`src/rtl/snoop_pkg.sv`:
```
// Shared types for the snoop transaction controller: AC/CR field types, CR bit indices and
// the controller state enum.
package snoop_pkg;

   typedef logic [3:0] acsnoop_t;
   typedef logic [2:0] acprot_t;
   typedef logic [4:0] crresp_t;

   localparam int unsigned CR_DT  = 0;
   localparam int unsigned CR_ERR = 1;
   localparam int unsigned CR_PD  = 2;
   localparam int unsigned CR_IS  = 3;
   localparam int unsigned CR_WU  = 4;

   localparam acsnoop_t ACSNOOP_READ_ONCE      = 4'h0;
   localparam acsnoop_t ACSNOOP_READ_SHARED    = 4'h1;
   localparam acsnoop_t ACSNOOP_CLEAN_INVALID  = 4'h9;
   localparam acsnoop_t ACSNOOP_MAKE_INVALID   = 4'hD;

   typedef enum logic [2:0] {
      StIdle,
      StAcSend,
      StCrWait,
      StCdFwd,
      StRsp
   } snoop_txn_state_e;

   function automatic logic cr_has_data(crresp_t resp);
      return resp[CR_DT];
   endfunction

endpackage

```
`src/rtl/snoop_txn_ctrl_if.sv`:
```
// Snoop bus (AC address, CR response, CD data channels) between the controller and the
// snooped master port.
interface snoop_txn_ctrl_if
   import snoop_pkg::*;
#(
   parameter int unsigned ADDR_WIDTH = 64,
   parameter int unsigned DATA_WIDTH = 64
) ();

   logic                  ac_valid;
   logic                  ac_ready;
   logic [ADDR_WIDTH-1:0] ac_addr;
   acsnoop_t              ac_snoop;
   acprot_t               ac_prot;

   logic                  cr_valid;
   logic                  cr_ready;
   crresp_t               cr_resp;

   logic                  cd_valid;
   logic                  cd_ready;
   logic [DATA_WIDTH-1:0] cd_data;
   logic                  cd_last;

   modport master (
      output ac_valid, ac_addr, ac_snoop, ac_prot, cr_ready, cd_ready,
      input  ac_ready, cr_valid, cr_resp, cd_valid, cd_data, cd_last
   );

   modport slave (
      input  ac_valid, ac_addr, ac_snoop, ac_prot, cr_ready, cd_ready,
      output ac_ready, cr_valid, cr_resp, cd_valid, cd_data, cd_last
   );

endinterface

```
`src/rtl/snoop_txn_ctrl.sv`:
```
// Single-outstanding snoop transaction controller: request -> AC -> CR -> optional CD forward
// -> completion. Optional CD last checking is enabled by SNOOP_TXN_CTRL_LAST_CHECK_EN.
module snoop_txn_ctrl
   import snoop_pkg::*;
#(
   parameter int unsigned SNOOP_ADDR_WIDTH = 64,
   parameter int unsigned SNOOP_DATA_WIDTH = 64,
   parameter int unsigned CD_BEATS         = 4
) (
   input  logic                        clk_i,
   input  logic                        rst_ni,

   input  logic                        req_valid_i,
   output logic                        req_ready_o,
   input  logic [SNOOP_ADDR_WIDTH-1:0] req_addr_i,
   input  acsnoop_t                    req_snoop_i,
   input  acprot_t                     req_prot_i,

   snoop_txn_ctrl_if.master            snoop_bus,

   output logic                        data_valid_o,
   input  logic                        data_ready_i,
   output logic [SNOOP_DATA_WIDTH-1:0] data_o,
   output logic                        data_last_o,

   output logic                        rsp_valid_o,
   input  logic                        rsp_ready_i,
   output crresp_t                     rsp_resp_o,
   output logic                        rsp_err_o
);

   localparam int unsigned CntW = $clog2(CD_BEATS) + 1;
   localparam logic [CntW-1:0] LastBeat = CntW'(CD_BEATS - 1);

   snoop_txn_state_e state_q, state_d;

   logic [SNOOP_ADDR_WIDTH-1:0] addr_q;
   acsnoop_t                    snoop_q;
   acprot_t                     prot_q;
   crresp_t                     resp_q;
   logic [CntW-1:0]             cnt_q;

   logic idle_ready;
   logic ac_valid;
   logic cr_ready;
   logic cd_ready;
   logic cd_hs;
   logic last_beat;

   assign last_beat = (cnt_q == LastBeat);
   assign cd_hs     = (state_q == StCdFwd) && snoop_bus.cd_valid && data_ready_i;

   always_comb begin
      state_d      = state_q;
      idle_ready   = 1'b0;
      ac_valid     = 1'b0;
      cr_ready     = 1'b0;
      cd_ready     = 1'b0;
      data_valid_o = 1'b0;
      data_o       = '0;
      data_last_o  = 1'b0;
      rsp_valid_o  = 1'b0;

      unique case (state_q)
         StIdle: begin
            idle_ready = 1'b1;
            if (req_valid_i) state_d = StAcSend;
         end
         StAcSend: begin
            ac_valid = 1'b1;
            if (snoop_bus.ac_ready) state_d = StCrWait;
         end
         StCrWait: begin
            cr_ready = 1'b1;
            if (snoop_bus.cr_valid) begin
               state_d = cr_has_data(snoop_bus.cr_resp) ? StCdFwd : StRsp;
            end
         end
         StCdFwd: begin
            // Straight pass-through; the beat counter alone decides where the burst ends.
            data_valid_o = snoop_bus.cd_valid;
            cd_ready     = data_ready_i;
            data_o       = snoop_bus.cd_data;
            data_last_o  = last_beat;
            if (cd_hs && last_beat) state_d = StRsp;
         end
         StRsp: begin
            rsp_valid_o = 1'b1;
            if (rsp_ready_i) state_d = StIdle;
         end
         default: state_d = StIdle;
      endcase
   end

   assign req_ready_o        = idle_ready & rst_ni;
   assign snoop_bus.ac_valid = ac_valid;
   assign snoop_bus.ac_addr  = addr_q;
   assign snoop_bus.ac_snoop = snoop_q;
   assign snoop_bus.ac_prot  = prot_q;
   assign snoop_bus.cr_ready = cr_ready;
   assign snoop_bus.cd_ready = cd_ready;
   assign rsp_resp_o         = resp_q;

   always_ff @(posedge clk_i or negedge rst_ni) begin
      if (!rst_ni) begin
         state_q <= StIdle;
         addr_q  <= '0;
         snoop_q <= '0;
         prot_q  <= '0;
         resp_q  <= '0;
         cnt_q   <= '0;
      end else begin
         state_q <= state_d;
         if (state_q == StIdle && req_valid_i) begin
            addr_q  <= req_addr_i;
            snoop_q <= req_snoop_i;
            prot_q  <= req_prot_i;
         end
         if (state_q == StCrWait && snoop_bus.cr_valid) begin
            resp_q <= snoop_bus.cr_resp;
         end
         if (cd_hs) begin
            cnt_q <= last_beat ? '0 : cnt_q + 1'b1;
         end
      end
   end

`ifdef SNOOP_TXN_CTRL_LAST_CHECK_EN
   logic err_q;
   logic last_mismatch;

   assign last_mismatch = (snoop_bus.cd_last != last_beat);
   assign rsp_err_o     = err_q;

   // Sticky across the burst; cleared only once the completion has been taken.
   always_ff @(posedge clk_i or negedge rst_ni) begin
      if (!rst_ni) begin
         err_q <= 1'b0;
      end else if (state_q == StRsp && rsp_ready_i) begin
         err_q <= 1'b0;
      end else if (cd_hs && last_mismatch) begin
         err_q <= 1'b1;
      end
   end

`ifndef SYNTHESIS
   always_ff @(posedge clk_i) begin
      if (rst_ni && cd_hs && last_mismatch) begin
         $error("snoop_txn_ctrl: cd_last mismatch at beat %0d", cnt_q);
      end
   end
`endif
`else
   logic unused_cd_last;
   assign unused_cd_last = snoop_bus.cd_last;
   assign rsp_err_o      = 1'b0;
`endif

endmodule
```
`src/flat_wrapper.sv`:
```
// flat-port wrapper written by rule: the top's interface ports become plain ports
module snoop_txn_ctrl_flat import snoop_pkg::*;
#(
   parameter int unsigned SNOOP_ADDR_WIDTH = 64,
   parameter int unsigned SNOOP_DATA_WIDTH = 64,
   parameter int unsigned CD_BEATS         = 4
)
  (clk_i, rst_ni, req_valid_i, req_ready_o, req_addr_i, req_snoop_i, req_prot_i, data_valid_o, data_ready_i, data_o, data_last_o, rsp_valid_o, rsp_ready_i, rsp_resp_o, rsp_err_o, snoop_bus_ac_valid, snoop_bus_ac_addr, snoop_bus_ac_snoop, snoop_bus_ac_prot, snoop_bus_cr_ready, snoop_bus_cd_ready, snoop_bus_ac_ready, snoop_bus_cr_valid, snoop_bus_cr_resp, snoop_bus_cd_valid, snoop_bus_cd_data, snoop_bus_cd_last);
  snoop_txn_ctrl_if snoop_bus_i ();
  input  logic clk_i;
  input  logic rst_ni;
  input  logic req_valid_i;
  output logic req_ready_o;
  input  logic [SNOOP_ADDR_WIDTH-1:0] req_addr_i;
  input  acsnoop_t req_snoop_i;
  input  acprot_t req_prot_i;
  output logic data_valid_o;
  input  logic data_ready_i;
  output logic [SNOOP_DATA_WIDTH-1:0] data_o;
  output logic data_last_o;
  output logic rsp_valid_o;
  input  logic rsp_ready_i;
  output crresp_t rsp_resp_o;
  output logic rsp_err_o;
  output wire logic [$bits(snoop_bus_i.ac_valid)-1:0] snoop_bus_ac_valid;
  output wire logic [$bits(snoop_bus_i.ac_addr)-1:0] snoop_bus_ac_addr;
  output wire logic [$bits(snoop_bus_i.ac_snoop)-1:0] snoop_bus_ac_snoop;
  output wire logic [$bits(snoop_bus_i.ac_prot)-1:0] snoop_bus_ac_prot;
  output wire logic [$bits(snoop_bus_i.cr_ready)-1:0] snoop_bus_cr_ready;
  output wire logic [$bits(snoop_bus_i.cd_ready)-1:0] snoop_bus_cd_ready;
  input wire logic [$bits(snoop_bus_i.ac_ready)-1:0] snoop_bus_ac_ready;
  input wire logic [$bits(snoop_bus_i.cr_valid)-1:0] snoop_bus_cr_valid;
  input wire logic [$bits(snoop_bus_i.cr_resp)-1:0] snoop_bus_cr_resp;
  input wire logic [$bits(snoop_bus_i.cd_valid)-1:0] snoop_bus_cd_valid;
  input wire logic [$bits(snoop_bus_i.cd_data)-1:0] snoop_bus_cd_data;
  input wire logic [$bits(snoop_bus_i.cd_last)-1:0] snoop_bus_cd_last;
  assign snoop_bus_ac_valid = snoop_bus_i.ac_valid;
  assign snoop_bus_ac_addr = snoop_bus_i.ac_addr;
  assign snoop_bus_ac_snoop = snoop_bus_i.ac_snoop;
  assign snoop_bus_ac_prot = snoop_bus_i.ac_prot;
  assign snoop_bus_cr_ready = snoop_bus_i.cr_ready;
  assign snoop_bus_cd_ready = snoop_bus_i.cd_ready;
  assign snoop_bus_i.ac_ready = snoop_bus_ac_ready;
  assign snoop_bus_i.cr_valid = snoop_bus_cr_valid;
  assign snoop_bus_i.cr_resp = snoop_bus_cr_resp;
  assign snoop_bus_i.cd_valid = snoop_bus_cd_valid;
  assign snoop_bus_i.cd_data = snoop_bus_cd_data;
  assign snoop_bus_i.cd_last = snoop_bus_cd_last;
  snoop_txn_ctrl #(.SNOOP_ADDR_WIDTH(SNOOP_ADDR_WIDTH), .SNOOP_DATA_WIDTH(SNOOP_DATA_WIDTH), .CD_BEATS(CD_BEATS)) u_core (.clk_i(clk_i), .rst_ni(rst_ni), .req_valid_i(req_valid_i), .req_ready_o(req_ready_o), .req_addr_i(req_addr_i), .req_snoop_i(req_snoop_i), .req_prot_i(req_prot_i), .snoop_bus(snoop_bus_i), .data_valid_o(data_valid_o), .data_ready_i(data_ready_i), .data_o(data_o), .data_last_o(data_last_o), .rsp_valid_o(rsp_valid_o), .rsp_ready_i(rsp_ready_i), .rsp_resp_o(rsp_resp_o), .rsp_err_o(rsp_err_o));
endmodule
```
`config.mk`:
```
export PLATFORM = sky130hd
export DESIGN_NAME = snoop_txn_ctrl_flat
export DESIGN_NICKNAME = d
export VERILOG_FILES = /design/src/rtl/snoop_pkg.sv /design/src/rtl/snoop_txn_ctrl_if.sv /design/src/rtl/snoop_txn_ctrl.sv /design/src/flat_wrapper.sv
export SDC_FILE = /design/constraint.sdc
export NUM_CORES = 1
export LEC_CHECK = 0
export ABC_AREA = 0
export CORE_AREA = 5 5 113 115
export DETAILED_ROUTE_END_ITERATION = 12
export DIE_AREA = 0 0 118 120
export GPL_ROUTABILITY_DRIVEN = 0
export GPL_TIMING_DRIVEN = 0
export PLACE_DENSITY_LB_ADDON = 0.08
export SETUP_SLACK_MARGIN = 0.4
export SYNTH_ARGS = -nofsm -noshare
export SYNTH_HDL_FRONTEND = slang
export SYNTH_SLANG_ARGS = --single-unit
```
`constraint.sdc`:
```
create_clock -name clk_i -period 2.5 [get_ports clk_i]
set_input_delay 0.5 -clock clk_i [delete_from_list [all_inputs] [get_ports clk_i]]
set_output_delay 0.5 -clock clk_i [all_outputs]
set_load 0.05 [all_outputs]
```
==> metrics.txt <==
status complete, no violations; Routed Antenna Nets 0; CTS Buffer Depth 2; Ports 297; Hold-fix buffers, CTS 0; skew final 8.677 ps; Initial Util 34.98%; area fraction of the dominant cell type after synthesis 50.09%; Worst Reg-to-Reg Cells 8; max cap viols 0; most used cell, CP buf_8; DR iter-0 viols 140; Tcrit/Tclk final 88.88%; Post-Route Utilization 68.99%; Syn. warnings 0; minimum clock period 2222 ps; R2R Setup Slk 710 ps; synthesized area 4096 um^2; final hold violations 0; core area 11710 um^2; hpwl dp 10390 um; Slew Viols, Final 0; Routed WL 13950 um; Yosys top cell by area dfrtp_1; gr ovfl total 0; Worst R2R End u_core.snoop_bus.ac_addr[28]; PD cells 1331 nW/um^2; final setup fails 0; Via density 4.459; WL/cell 18.57 um; first-pass GRT wire length 21250 um; detailed-route via count 3349; Crit-path slowest cell dfrtp_1; critical-path maximum fanout 8; Worst VDD drop 974.7 uV; r2r startpoint u_core.state_q[2]; syn nets 431; sequential-to-total area share from yosys stat 50.09%; largest net degree at the start of global routing 34; Cells after Synth 281; Reg clk slew, reported paths 60 ps; most common cell in the synthesized netlist dfrtp_1; Most used DFF post-synth dfrtp_1; DRC Markers 0; syn_area_per_cell 14.58 um^2; critical path, cell by cell buf_6 > and3b_2 > buf_12 > buf_8 > and2_4 > buf_8; share of layout cells above drive strength 1 40.73%; vias in the first global route 3725; CTS tree done; H-tree depth 3; initial antenna violation count 0; Root Buffer clkbuf_16; Clock Sinks 82; Pleak 0.003600 uW; Synth cell types 35; Worst path max stage delay 370 ps; Inserted Clock Buffers 9; Antenna Cells 0; Worst-Skew Late Latency 330 ps; synth-to-layout area growth 97.22%; synthesized flop and latch total 82; Port Buffers 294; Net count, final 750; critical path type flip-flop to primary output; Placed Instances 723; Slew @ Worst Pin 561.8 ps; Die Ht 120 um; Fmax 450.0 MHz; max_slew headroom 62.43%; FFs w/ async S/R, synth 100.0%; Final Instance Count excl. Fillers 751; top post-synthesis cells by count 82 x dfrtp_1, 70 x mux2_4, 67 x and2_1; CP bufs+invs 4; Die Area 14160 um^2; RSZ-0062 raised after global routing true; worst endpoint required time 2000 ps; startpoint class of the critical path flip-flop; setup_tns 0 ps; num rows 40; largest cells by area after synthesis dfrtp_1 50%, mux2_4 26%, and2_1 10%, buf_12 3.9%, mux2_1 1.4%; Top delay family on crit path buffers and inverters; drt pass-1 iters 4; Post-synth EDFFs 0; total track usage 19.16%; Hold WC Path Type input pin to asynchronous set/reset pin; Worst setup EP type primary output; die width 118 um; crit path DAT 1720 ps
metal layers:
layer	GRT usage [%]	up-vias	share of wire (%)
li1	-	1573	-
met3	6.975	23	7.6
met5	0	-	0
met4	5.591	0	1.9
met1	22.73	1606	41
met2	32.60	147	50
what timing repair did:
item | CTS | global route
endpoints found under the setup margin | 71 | 69
buffers inserted | 6 | 1
resized for setup | 566 | 41
pin swaps | 30 | 10
cloned | 6 | 0
area by class of cell:
type                            count  area [um^2]
Buffer                             20        307.8
Clock buffer                       10        229.0
Clock inverter                      5        32.53
Fill cell                         848         3632
Inverter                            2        7.507
Multi-Input combinational cell    177         1906
Sequential cell                    82         2052
Tap cell                          147        183.9
Timing Repair Buffer              308         3361
report_power, final:
group,internal [uW],switching [uW]
logic,3180,4020
clock network,663,518
registers,2010,366
stage by stage:
step,cell area (um^2),hold WS (ps),power [uW],worst slack [ps]
3_5_place_dp,7248,406.0,9208,-284.0
5_1_grt,8079,63.71,11210,200.9
6_report,8079,56.03,10760,278.0
2_1_floorplan,4096,204.4,7016,410.4
4_1_cts,7976,57.30,10770,246.3
3_3_place_gp,7223,466.7,9144,-3048
cell families after synthesis:
kind of cell    share of synthesized area, %
buf+inv                                5.956
compound gates                        0.9774
simple gates                           13.93
mux                                    28.65
other cells                          0.09154
flops                                  50.09
fa+ha+maj                             0.3054
worst max-delay path by stage:
stage	start	end	slack (ps)	depth (start not counted)
after CTS	u_core.state_q[2]	data_o[53]	250	6
final	u_core.state_q[2]	data_o[52]	280	6
after detailed placement	u_core.state_q[2]	data_o[53]	-280	6
after floorplan	u_core.state_q[0]	rsp_valid_o	410	2
after global placement	rst_ni	req_ready_o	-3050	3
after global routing	u_core.state_q[2]	data_o[62]	200	6
layout by cell type, fill, tap and decap left out, types with 2 or more instances in the layout:
master / instances
a21oi_1: 3
and2_1: 26
and2_4: 43
and3_1: 2
buf_12: 9
buf_4: 9
buf_6: 32
buf_8: 49
clkbuf_16: 9
clkbuf_4: 2
clkdlybuf4s15_2: 2
clkdlybuf4s50_1: 222
clkinv_2: 2
clkinvlp_4: 3
dfrtp_1: 82
inv_1: 2
mux2_1: 5
mux2_2: 5
mux2_4: 70
nand2_1: 3
nor2_1: 2
nor3_1: 2
registers in the layout (all words and copies together) (netlist names):
signal and flops:
u_core.snoop_bus.ac_prot 3, u_core.snoop_bus.ac_addr 64, u_core.rsp_resp_o 5, u_core.cnt_q 3, u_core.state_q 3, u_core.snoop_bus.ac_snoop 4
(Power assumes the default switching activity.)
